`src/rtl/idli_uart_m.sv`:
```
`default_nettype none
// =============================================================================
// Module   : idli_uart_m
// Brief    : Full-duplex 8N1 UART; 16-bit core words sent as two frames, low byte first
// Revision : 1.0
// =============================================================================
module idli_uart_m #(
  parameter int CLKS_PER_BIT = 4,
  parameter int TX_DEPTH     = 4,
  parameter int RX_DEPTH     = 4
) (
  input  logic       i_top_gck,
  input  logic       i_top_rst_n,
  input  logic [1:0] i_uart_ctr,
  input  logic [3:0] i_uart_tx_data,
  input  logic       i_uart_tx_vld,
  output logic       o_uart_tx_acp,
  output logic [3:0] o_uart_rx_data,
  output logic       o_uart_rx_vld,
  input  logic       i_uart_rx_acp,
  output logic       o_uart_rx_ovf,
  output logic       o_uart_rx_ferr,
  input  logic       i_uart_rx,
  output logic       o_uart_tx
);
  localparam int CW  = $clog2(CLKS_PER_BIT);
  localparam int TAW = $clog2(TX_DEPTH);
  localparam int RAW = $clog2(RX_DEPTH);
  localparam int TCW = TAW + 1;
  localparam int RCW = RAW + 1;
  localparam logic [CW-1:0]  c_bit_last = CW'(CLKS_PER_BIT - 1);
  localparam logic [CW-1:0]  c_bit_mid  = CW'(CLKS_PER_BIT / 2);
  localparam logic [TCW-1:0] c_tx_depth = TCW'(TX_DEPTH);

  typedef enum logic [1:0] {TX_IDLE, TX_START, TX_DATA, TX_STOP} tx_state_t;
  typedef enum logic [1:0] {RX_IDLE, RX_START, RX_DATA, RX_STOP} rx_state_t;

  logic w_slice_end;
  assign w_slice_end = (i_uart_ctr == 2'd3);

  // ---------------------------------------------------------------- TX path
  logic [11:0]    r_tx_stage;
  logic [15:0]    r_tx_mem [TX_DEPTH];
  logic [TCW-1:0] r_tx_wr, r_tx_rd;
  logic           r_tx_acp;
  logic           w_tx_full, w_tx_empty, w_tx_push, w_tx_pop;
  logic [TCW-1:0] w_tx_count_nxt;
  logic [15:0]    w_tx_head;

  tx_state_t      r_tx_state;
  logic [CW-1:0]  r_tx_cnt;
  logic [2:0]     r_tx_bit;
  logic           r_tx_hsel;
  logic [15:0]    r_tx_word;
  logic           r_tx;
  logic           w_tx_bit_end;
  logic [7:0]     w_tx_byte;

  assign w_tx_empty     = (r_tx_wr == r_tx_rd);
  assign w_tx_full      = (r_tx_wr[TAW-1:0] == r_tx_rd[TAW-1:0]) && (r_tx_wr[TAW] != r_tx_rd[TAW]);
  assign w_tx_push      = w_slice_end && i_uart_tx_vld && r_tx_acp && !w_tx_full;
  assign w_tx_head      = r_tx_mem[r_tx_rd[TAW-1:0]];
  assign w_tx_bit_end   = (r_tx_cnt == c_bit_last);
  assign w_tx_byte      = r_tx_hsel ? r_tx_word[15:8] : r_tx_word[7:0];
  // Popping straight out of the last stop bit keeps consecutive words gap-free.
  assign w_tx_pop       = !w_tx_empty && ((r_tx_state == TX_IDLE) ||
                          ((r_tx_state == TX_STOP) && w_tx_bit_end && r_tx_hsel));
  assign w_tx_count_nxt = (r_tx_wr - r_tx_rd) + {{TAW{1'b0}}, w_tx_push} - {{TAW{1'b0}}, w_tx_pop};

  always_ff @(posedge i_top_gck or negedge i_top_rst_n) begin
    if (!i_top_rst_n) begin
      r_tx_stage <= '0;
    end else begin
      case (i_uart_ctr)
        2'd0:    r_tx_stage[3:0]  <= i_uart_tx_data;
        2'd1:    r_tx_stage[7:4]  <= i_uart_tx_data;
        2'd2:    r_tx_stage[11:8] <= i_uart_tx_data;
        default: ;
      endcase
    end
  end

  always_ff @(posedge i_top_gck) begin
    if (w_tx_push) r_tx_mem[r_tx_wr[TAW-1:0]] <= {i_uart_tx_data, r_tx_stage};
  end

  always_ff @(posedge i_top_gck or negedge i_top_rst_n) begin
    if (!i_top_rst_n) begin
      r_tx_wr  <= '0;
      r_tx_rd  <= '0;
      r_tx_acp <= 1'b1;
    end else begin
      if (w_tx_push)   r_tx_wr  <= r_tx_wr + TCW'(1);
      if (w_tx_pop)    r_tx_rd  <= r_tx_rd + TCW'(1);
      if (w_slice_end) r_tx_acp <= (w_tx_count_nxt < c_tx_depth);
    end
  end

  always_ff @(posedge i_top_gck or negedge i_top_rst_n) begin
    if (!i_top_rst_n) begin
      r_tx_state <= TX_IDLE;
      r_tx_cnt   <= '0;
      r_tx_bit   <= '0;
      r_tx_hsel  <= 1'b0;
      r_tx_word  <= '0;
      r_tx       <= 1'b1;
    end else begin
      if (r_tx_state != TX_IDLE) r_tx_cnt <= w_tx_bit_end ? '0 : r_tx_cnt + CW'(1);
      case (r_tx_state)
        TX_IDLE: if (w_tx_pop) begin
          r_tx_word  <= w_tx_head;
          r_tx_hsel  <= 1'b0;
          r_tx_cnt   <= '0;
          r_tx_state <= TX_START;
          r_tx       <= 1'b0;
        end
        TX_START: if (w_tx_bit_end) begin
          r_tx_bit   <= 3'd0;
          r_tx_state <= TX_DATA;
          r_tx       <= w_tx_byte[0];
        end
        TX_DATA: if (w_tx_bit_end) begin
          if (r_tx_bit == 3'd7) begin
            r_tx_state <= TX_STOP;
            r_tx       <= 1'b1;
          end else begin
            r_tx_bit   <= r_tx_bit + 3'd1;
            r_tx       <= w_tx_byte[r_tx_bit + 3'd1];
          end
        end
        TX_STOP: if (w_tx_bit_end) begin
          if (!r_tx_hsel) begin
            r_tx_hsel  <= 1'b1;
            r_tx_state <= TX_START;
            r_tx       <= 1'b0;
          end else if (w_tx_pop) begin
            r_tx_word  <= w_tx_head;
            r_tx_hsel  <= 1'b0;
            r_tx_state <= TX_START;
            r_tx       <= 1'b0;
          end else begin
            r_tx_state <= TX_IDLE;
          end
        end
        default: r_tx_state <= TX_IDLE;
      endcase
    end
  end

  // ---------------------------------------------------------------- RX path
  logic           r_rx_s1, r_rx_s2, r_rx_prev;
  rx_state_t      r_rx_state;
  logic [CW-1:0]  r_rx_cnt;
  logic [2:0]     r_rx_bit;
  logic [7:0]     r_rx_shift, r_rx_lo;
  logic           r_rx_hsel, r_rx_push, r_rx_ferr, r_rx_ovf, r_rx_vld;
  logic [15:0]    r_rx_word;
  logic [15:0]    r_rx_mem [RX_DEPTH];
  logic [RCW-1:0] r_rx_wr, r_rx_rd;
  logic           w_rx_mid, w_rx_end, w_rx_full, w_rx_empty, w_rx_push, w_rx_pop;
  logic [RCW-1:0] w_rx_count_nxt;
  logic [15:0]    w_rx_head;

  assign w_rx_mid       = (r_rx_cnt == c_bit_mid);
  assign w_rx_end       = (r_rx_cnt == c_bit_last);
  assign w_rx_empty     = (r_rx_wr == r_rx_rd);
  assign w_rx_full      = (r_rx_wr[RAW-1:0] == r_rx_rd[RAW-1:0]) && (r_rx_wr[RAW] != r_rx_rd[RAW]);
  assign w_rx_push      = r_rx_push && !w_rx_full;
  assign w_rx_pop       = w_slice_end && r_rx_vld && i_uart_rx_acp && !w_rx_empty;
  assign w_rx_count_nxt = (r_rx_wr - r_rx_rd) + {{RAW{1'b0}}, w_rx_push} - {{RAW{1'b0}}, w_rx_pop};
  assign w_rx_head      = r_rx_mem[r_rx_rd[RAW-1:0]];

  // The FSM counts from the first synchronised low cycle, so mid-bit lands at CLKS_PER_BIT/2.
  always_ff @(posedge i_top_gck or negedge i_top_rst_n) begin
    if (!i_top_rst_n) begin
      r_rx_s1    <= 1'b1;
      r_rx_s2    <= 1'b1;
      r_rx_prev  <= 1'b1;
      r_rx_state <= RX_IDLE;
      r_rx_cnt   <= '0;
      r_rx_bit   <= '0;
      r_rx_shift <= '0;
      r_rx_lo    <= '0;
      r_rx_hsel  <= 1'b0;
      r_rx_push  <= 1'b0;
      r_rx_ferr  <= 1'b0;
      r_rx_word  <= '0;
    end else begin
      r_rx_s1   <= i_uart_rx;
      r_rx_s2   <= r_rx_s1;
      r_rx_prev <= r_rx_s2;
      r_rx_push <= 1'b0;
      r_rx_ferr <= 1'b0;
      if (r_rx_state != RX_IDLE) r_rx_cnt <= w_rx_end ? '0 : r_rx_cnt + CW'(1);
      case (r_rx_state)
        RX_IDLE: if (r_rx_prev && !r_rx_s2) begin
          r_rx_cnt   <= CW'(1);
          r_rx_state <= RX_START;
        end
        RX_START: begin
          if (w_rx_mid && r_rx_s2) begin
            r_rx_state <= RX_IDLE;
          end else if (w_rx_end) begin
            r_rx_bit   <= 3'd0;
            r_rx_state <= RX_DATA;
          end
        end
        RX_DATA: begin
          if (w_rx_mid) r_rx_shift <= {r_rx_s2, r_rx_shift[7:1]};
          if (w_rx_end) begin
            r_rx_bit <= r_rx_bit + 3'd1;
            if (r_rx_bit == 3'd7) r_rx_state <= RX_STOP;
          end
        end
        RX_STOP: if (w_rx_mid) begin
          r_rx_state <= RX_IDLE;
          if (!r_rx_s2) begin
            r_rx_ferr <= 1'b1;
            r_rx_hsel <= 1'b0;
          end else if (!r_rx_hsel) begin
            r_rx_lo   <= r_rx_shift;
            r_rx_hsel <= 1'b1;
          end else begin
            r_rx_hsel <= 1'b0;
            r_rx_push <= 1'b1;
            r_rx_word <= {r_rx_shift, r_rx_lo};
          end
        end
        default: r_rx_state <= RX_IDLE;
      endcase
    end
  end

  always_ff @(posedge i_top_gck) begin
    if (w_rx_push) r_rx_mem[r_rx_wr[RAW-1:0]] <= r_rx_word;
  end

  always_ff @(posedge i_top_gck or negedge i_top_rst_n) begin
    if (!i_top_rst_n) begin
      r_rx_wr  <= '0;
      r_rx_rd  <= '0;
      r_rx_vld <= 1'b0;
      r_rx_ovf <= 1'b0;
    end else begin
      r_rx_ovf <= r_rx_push && w_rx_full;
      if (w_rx_push)   r_rx_wr  <= r_rx_wr + RCW'(1);
      if (w_rx_pop)    r_rx_rd  <= r_rx_rd + RCW'(1);
      if (w_slice_end) r_rx_vld <= (w_rx_count_nxt != '0);
    end
  end

  always_comb begin
    o_uart_rx_data = 4'd0;
    if (r_rx_vld) begin
      case (i_uart_ctr)
        2'd0:    o_uart_rx_data = w_rx_head[3:0];
        2'd1:    o_uart_rx_data = w_rx_head[7:4];
        2'd2:    o_uart_rx_data = w_rx_head[11:8];
        default: o_uart_rx_data = w_rx_head[15:12];
      endcase
    end
  end

  assign o_uart_tx_acp  = r_tx_acp;
  assign o_uart_tx      = r_tx;
  assign o_uart_rx_vld  = r_rx_vld;
  assign o_uart_rx_ovf  = r_rx_ovf;
  assign o_uart_rx_ferr = r_rx_ferr;

endmodule
`default_nettype wire

```
`config.mk`:
```
export PLATFORM = sky130hd
export DESIGN_NAME = idli_uart_m
export DESIGN_NICKNAME = d
export VERILOG_FILES = /design/src/rtl/idli_uart_m.sv
export SDC_FILE = /design/constraint.sdc
export NUM_CORES = 1
export LEC_CHECK = 0
export ABC_AREA = 0
export BUFFER_PORTS_ARGS = -buffer_cell sky130_fd_sc_hd__buf_2
export CORE_AREA = 10 10 151 153
export CTS_CLUSTER_SIZE = 40
export DETAILED_ROUTE_END_ITERATION = 7
export DIE_AREA = 0 0 161 163
export PLACE_DENSITY = 0.7
export SETUP_SLACK_MARGIN = 0.1
export SLEW_MARGIN = 40
export SYNTH_ARGS = -nofsm -noshare
export SYNTH_HDL_FRONTEND = slang
export SYNTH_SLANG_ARGS = --single-unit
export TNS_END_PERCENT = 10
```
`constraint.sdc`:
```
create_clock -name i_top_gck -period 8.8 [get_ports i_top_gck]
set_input_delay 0.88 -clock i_top_gck [delete_from_list [all_inputs] [get_ports i_top_gck]]
set_output_delay 0.88 -clock i_top_gck [all_outputs]
set_load 0.02 [all_outputs]
```
==> flow_summary.yaml <==
synthesis:
  synth.largest_area_cell: "edfxtp_1"
  yosys_warnings: 0
  synth_top_cell_area_share: 0.405
  ys_async_sr_fraction: 0.431
  syn_inst: 543
  syn_area_um2: 9490
  synth_top_flop_cell: "edfxtp_1"
  syn_nets: 582
  ys_ff_latch: 225
  synth_cell_types: 51
  synth.area.top_cells: "edfxtp_1 41%, dfrtp_1 24%, mux2_2 7.0%"
  synth_edf_count: 128
  seq_area_frac_synth: 0.661
  syn_avg_cell_area_um2: 17.5
sta:
  hold_slack_ns: 0.359
  rsz0062_at_grt: "no"
  hold_violations: 0
  report.final.slew_viol_count: 0
  max_slew_margin: 0.521
  min_period_ns: 3.38
  tightestPinTransition_ns: 0.716
  period_share: 0.384
  max_freq_mhz: 296
  finClkSkew_ns: 0.00826
  fin_setup_tns_ns: 0
  setup_violations: 0
setup_path:
  end_kind: "register"
  start_kind: "register"
  worstPathArrival_ns: 3.75
  path_class: "reg -> reg"
  r2r_slack_ns: 5.42
  worstPathRequired_ns: 9.18
  cp_max_fo: 19
power:
  powerDensity_nw_per_um2: 262
  p_seq_frac: 0.475
  p_int_mw: 2.07
  vdd_drop_max_uv: 175
  clock_power_share: 0.372
  swShare: 0.260
  leakagePower_nw: 4.08
  p_comb_frac: 0.152
  net-switching-power_mw: 0.729
hold_path:
  worstHoldPathType: "reg -> reg"
clocking:
  cts_tree: "built"
  cts.sinks: 225
  post_cts.repair.setup_buffers: 0
  clkSlewWorstSetupHoldPaths_ns: 0.06
  cts_resized: 0
  clock_latency_ns: 0.51
  cts_buffers: 24
  cts.root.buffer_cell: "clkbuf_16"
  htreeDepth: 1
  cts_buffer_depth: 3
  hold_buffers: 0
placement:
  place.gp.congestion: 0.789
  numPortBuffers: 19
  dp_hpwl_um: 10400
die:
  dieWidth_um: 161
  coreArea_um2: 19900
  die-area_um2: 26200
  num_rows: 52
  io_pins: 20
  initial_core_util: 0.477
  die_h_um: 163
global_route:
  grt_max_degree: 51
  grt_pass1_wl_um: 27200
  track_usage: 0.129
  antenna_found_initial: 0
  grt_pass1_vias: 5005
  gr-total-overflow: 0
run:
  max_cap_violations: 0
detailed_routing:
  via_count: 4662
  drc_errors: 0
  avgRoutedWirePerCell_um: 19.2
  ant_nets: 0
  first_iter_violations: 251
  dr.pass1.iters: 4
  wl_um: 16500
  routed_via_density: 5.41
layout:
  num-nets-final: 612
  area_growth_pct: 12.6
  antennaDiodeCount: 0
  num-fill-cells: 1583
  final_layout_size_suffix_gt1_frac: 0.298
run_status:
  outcome: "complete, no violations"
metal layers:
metal  routed length [um]  track usage
met3                  416       0.0207
met1                 7090        0.161
met4                  331       0.0339
met5                    0            0
met2                 8650        0.228
sequential cells by signal (all words and copies together) (netlist names), 8 cells and up, named ones only:
name,cells
r_rx_mem,64
r_tx_mem,64
r_rx_word,16
r_tx_word,16
r_tx_stage,12
r_rx_lo,8
r_rx_shift,8
through the flow:
step | cells | power [mW] | util | area [um2] | setup slack, ns
final | 861 | 2.80 | 0.537 | 10700 | 5.42
after global routing | 861 | 2.93 | 0.537 | 10700 | 5.08
after CTS | 861 | 2.83 | 0.536 | 10700 | 5.16
after detailed placement | 817 | 1.78 | 0.495 | 9850 | 4.97
after global placement | 816 | 1.75 | 0.493 | 9820 | 5.17
after floorplan | 543 | 1.66 | - | 9490 | 5.70
Yosys cell counts, types with 2 or more instances:
master / n
a211oi_1: 2
a21o_1: 2
a21oi_1: 7
a22o_1: 4
a22oi_1: 3
a311oi_1: 2
a31oi_1: 4
and2_1: 8
and3_1: 2
buf_2: 8
buf_4: 2
buf_6: 2
clkbuf_1: 4
dfrtp_1: 92
dfstp_2: 5
edfxtp_1: 128
fa_1: 4
ha_1: 24
inv_1: 21
mux2_2: 59
mux2_4: 10
mux2i_1: 12
mux4_1: 7
mux4_2: 27
nand2_1: 15
nand2b_1: 8
nand3_1: 7
nand3b_1: 3
nand4_1: 2
nor2_1: 11
nor2b_1: 2
nor3_1: 2
o21ai_0: 10
o22ai_1: 5
o31ai_1: 3
o32a_1: 2
or3_1: 2
xnor2_1: 15
xor2_1: 4
xor2_2: 2
logic make-up after synthesis:
| family | after synthesis | share of synthesized area |
|---|---|---|
| AOI/OAI and AO/OA | 48 | 0.0367 |
| buffers and inverters | 39 | 0.0206 |
| and+or+nand+nor | 67 | 0.0384 |
| adders and majority gates | 28 | 0.0401 |
| xor gates and xnor gates | 21 | 0.0210 |
| muxes | 115 | 0.182 |
| DFF | 225 | 0.661 |
cell usage in the layout (no fill, tap or decap), types with 3 or more instances in the layout:
cell       instances
buf_4              3
buf_2             18
clkbuf_16         25
dfrtp_1           89
clkbuf_8           4
nand2b_1           8
mux2i_1           12
a22o_1             4
dfstp_2            5
mux2_2            59
o31ai_1            3
ha_1              24
a21oi_1            7
xor2_1             4
and2_2             7
mux2_4            10
edfxtp_1         128
o21ai_0           10
o22ai_1            5
inv_1             21
nand3_1            6
fa_1               4
nand3b_1           3
xnor2_1           15
a31oi_1            4
clkbuf_1           7
mux4_2            27
dfrtp_2            3
a22oi_1            3
mux4_1             7
nor2_1            11
nand2_1           15
bufinv_16          3
final cells by class:
type | instances | area [um2] | area share
Inverter | 21 | 78.8 | 0.00738
Clock inverter | 8 | 124 | 0.0116
Multi-Input combinational cell | 279 | 3030 | 0.284
Clock buffer | 36 | 707 | 0.0662
Timing Repair Buffer | 22 | 124 | 0.0116
Tap cell | 270 | 338 | 0.0316
Sequential cell | 225 | 6280 | 0.588
path summary, 6_finish.rpt:
kind                        startpoint             to  depth (start not counted)
min in group asynchronous  i_top_rst_n  r_tx_word[14]                          1
max in group asynchronous  i_top_rst_n     r_rx_rd[0]                          2
setup reg to reg            r_rx_rd[0]  o_uart_rx_vld                         12
hold / removal                 r_rx_s1        r_rx_s2                          0
setup / recovery            r_rx_rd[0]  o_uart_rx_vld                         12
hold reg to reg                r_rx_s1        r_rx_s2                          0
power groups by stage:
| stage | logic (mW) | clock network [mW] | registers (mW) |
|---|---|---|---|
| 6_report | 0.426 | 1.04 | 1.33 |
| 3_3_place_gp | 0.409 | 0 | 1.34 |
| 5_1_grt | 0.476 | 1.10 | 1.35 |
| 3_5_place_dp | 0.431 | 0 | 1.35 |
| 2_1_floorplan | 0.375 | 0 | 1.29 |
| 4_1_cts | 0.436 | 1.06 | 1.33 |
critical path, cell delays in order (launching register included):
cell and delay, ns:
dfrtp_2 0.75, xnor2_1 0.21, a311oi_1 0.60, inv_1 0.14, fa_1 0.39, inv_1 0.08, fa_1 0.41, inv_1 0.08
ha_1 0.16, xnor2_1 0.14, xnor2_1 0.08, nor3_1 0.12, o21ai_0 0.09
(Power assumes the default switching activity.)
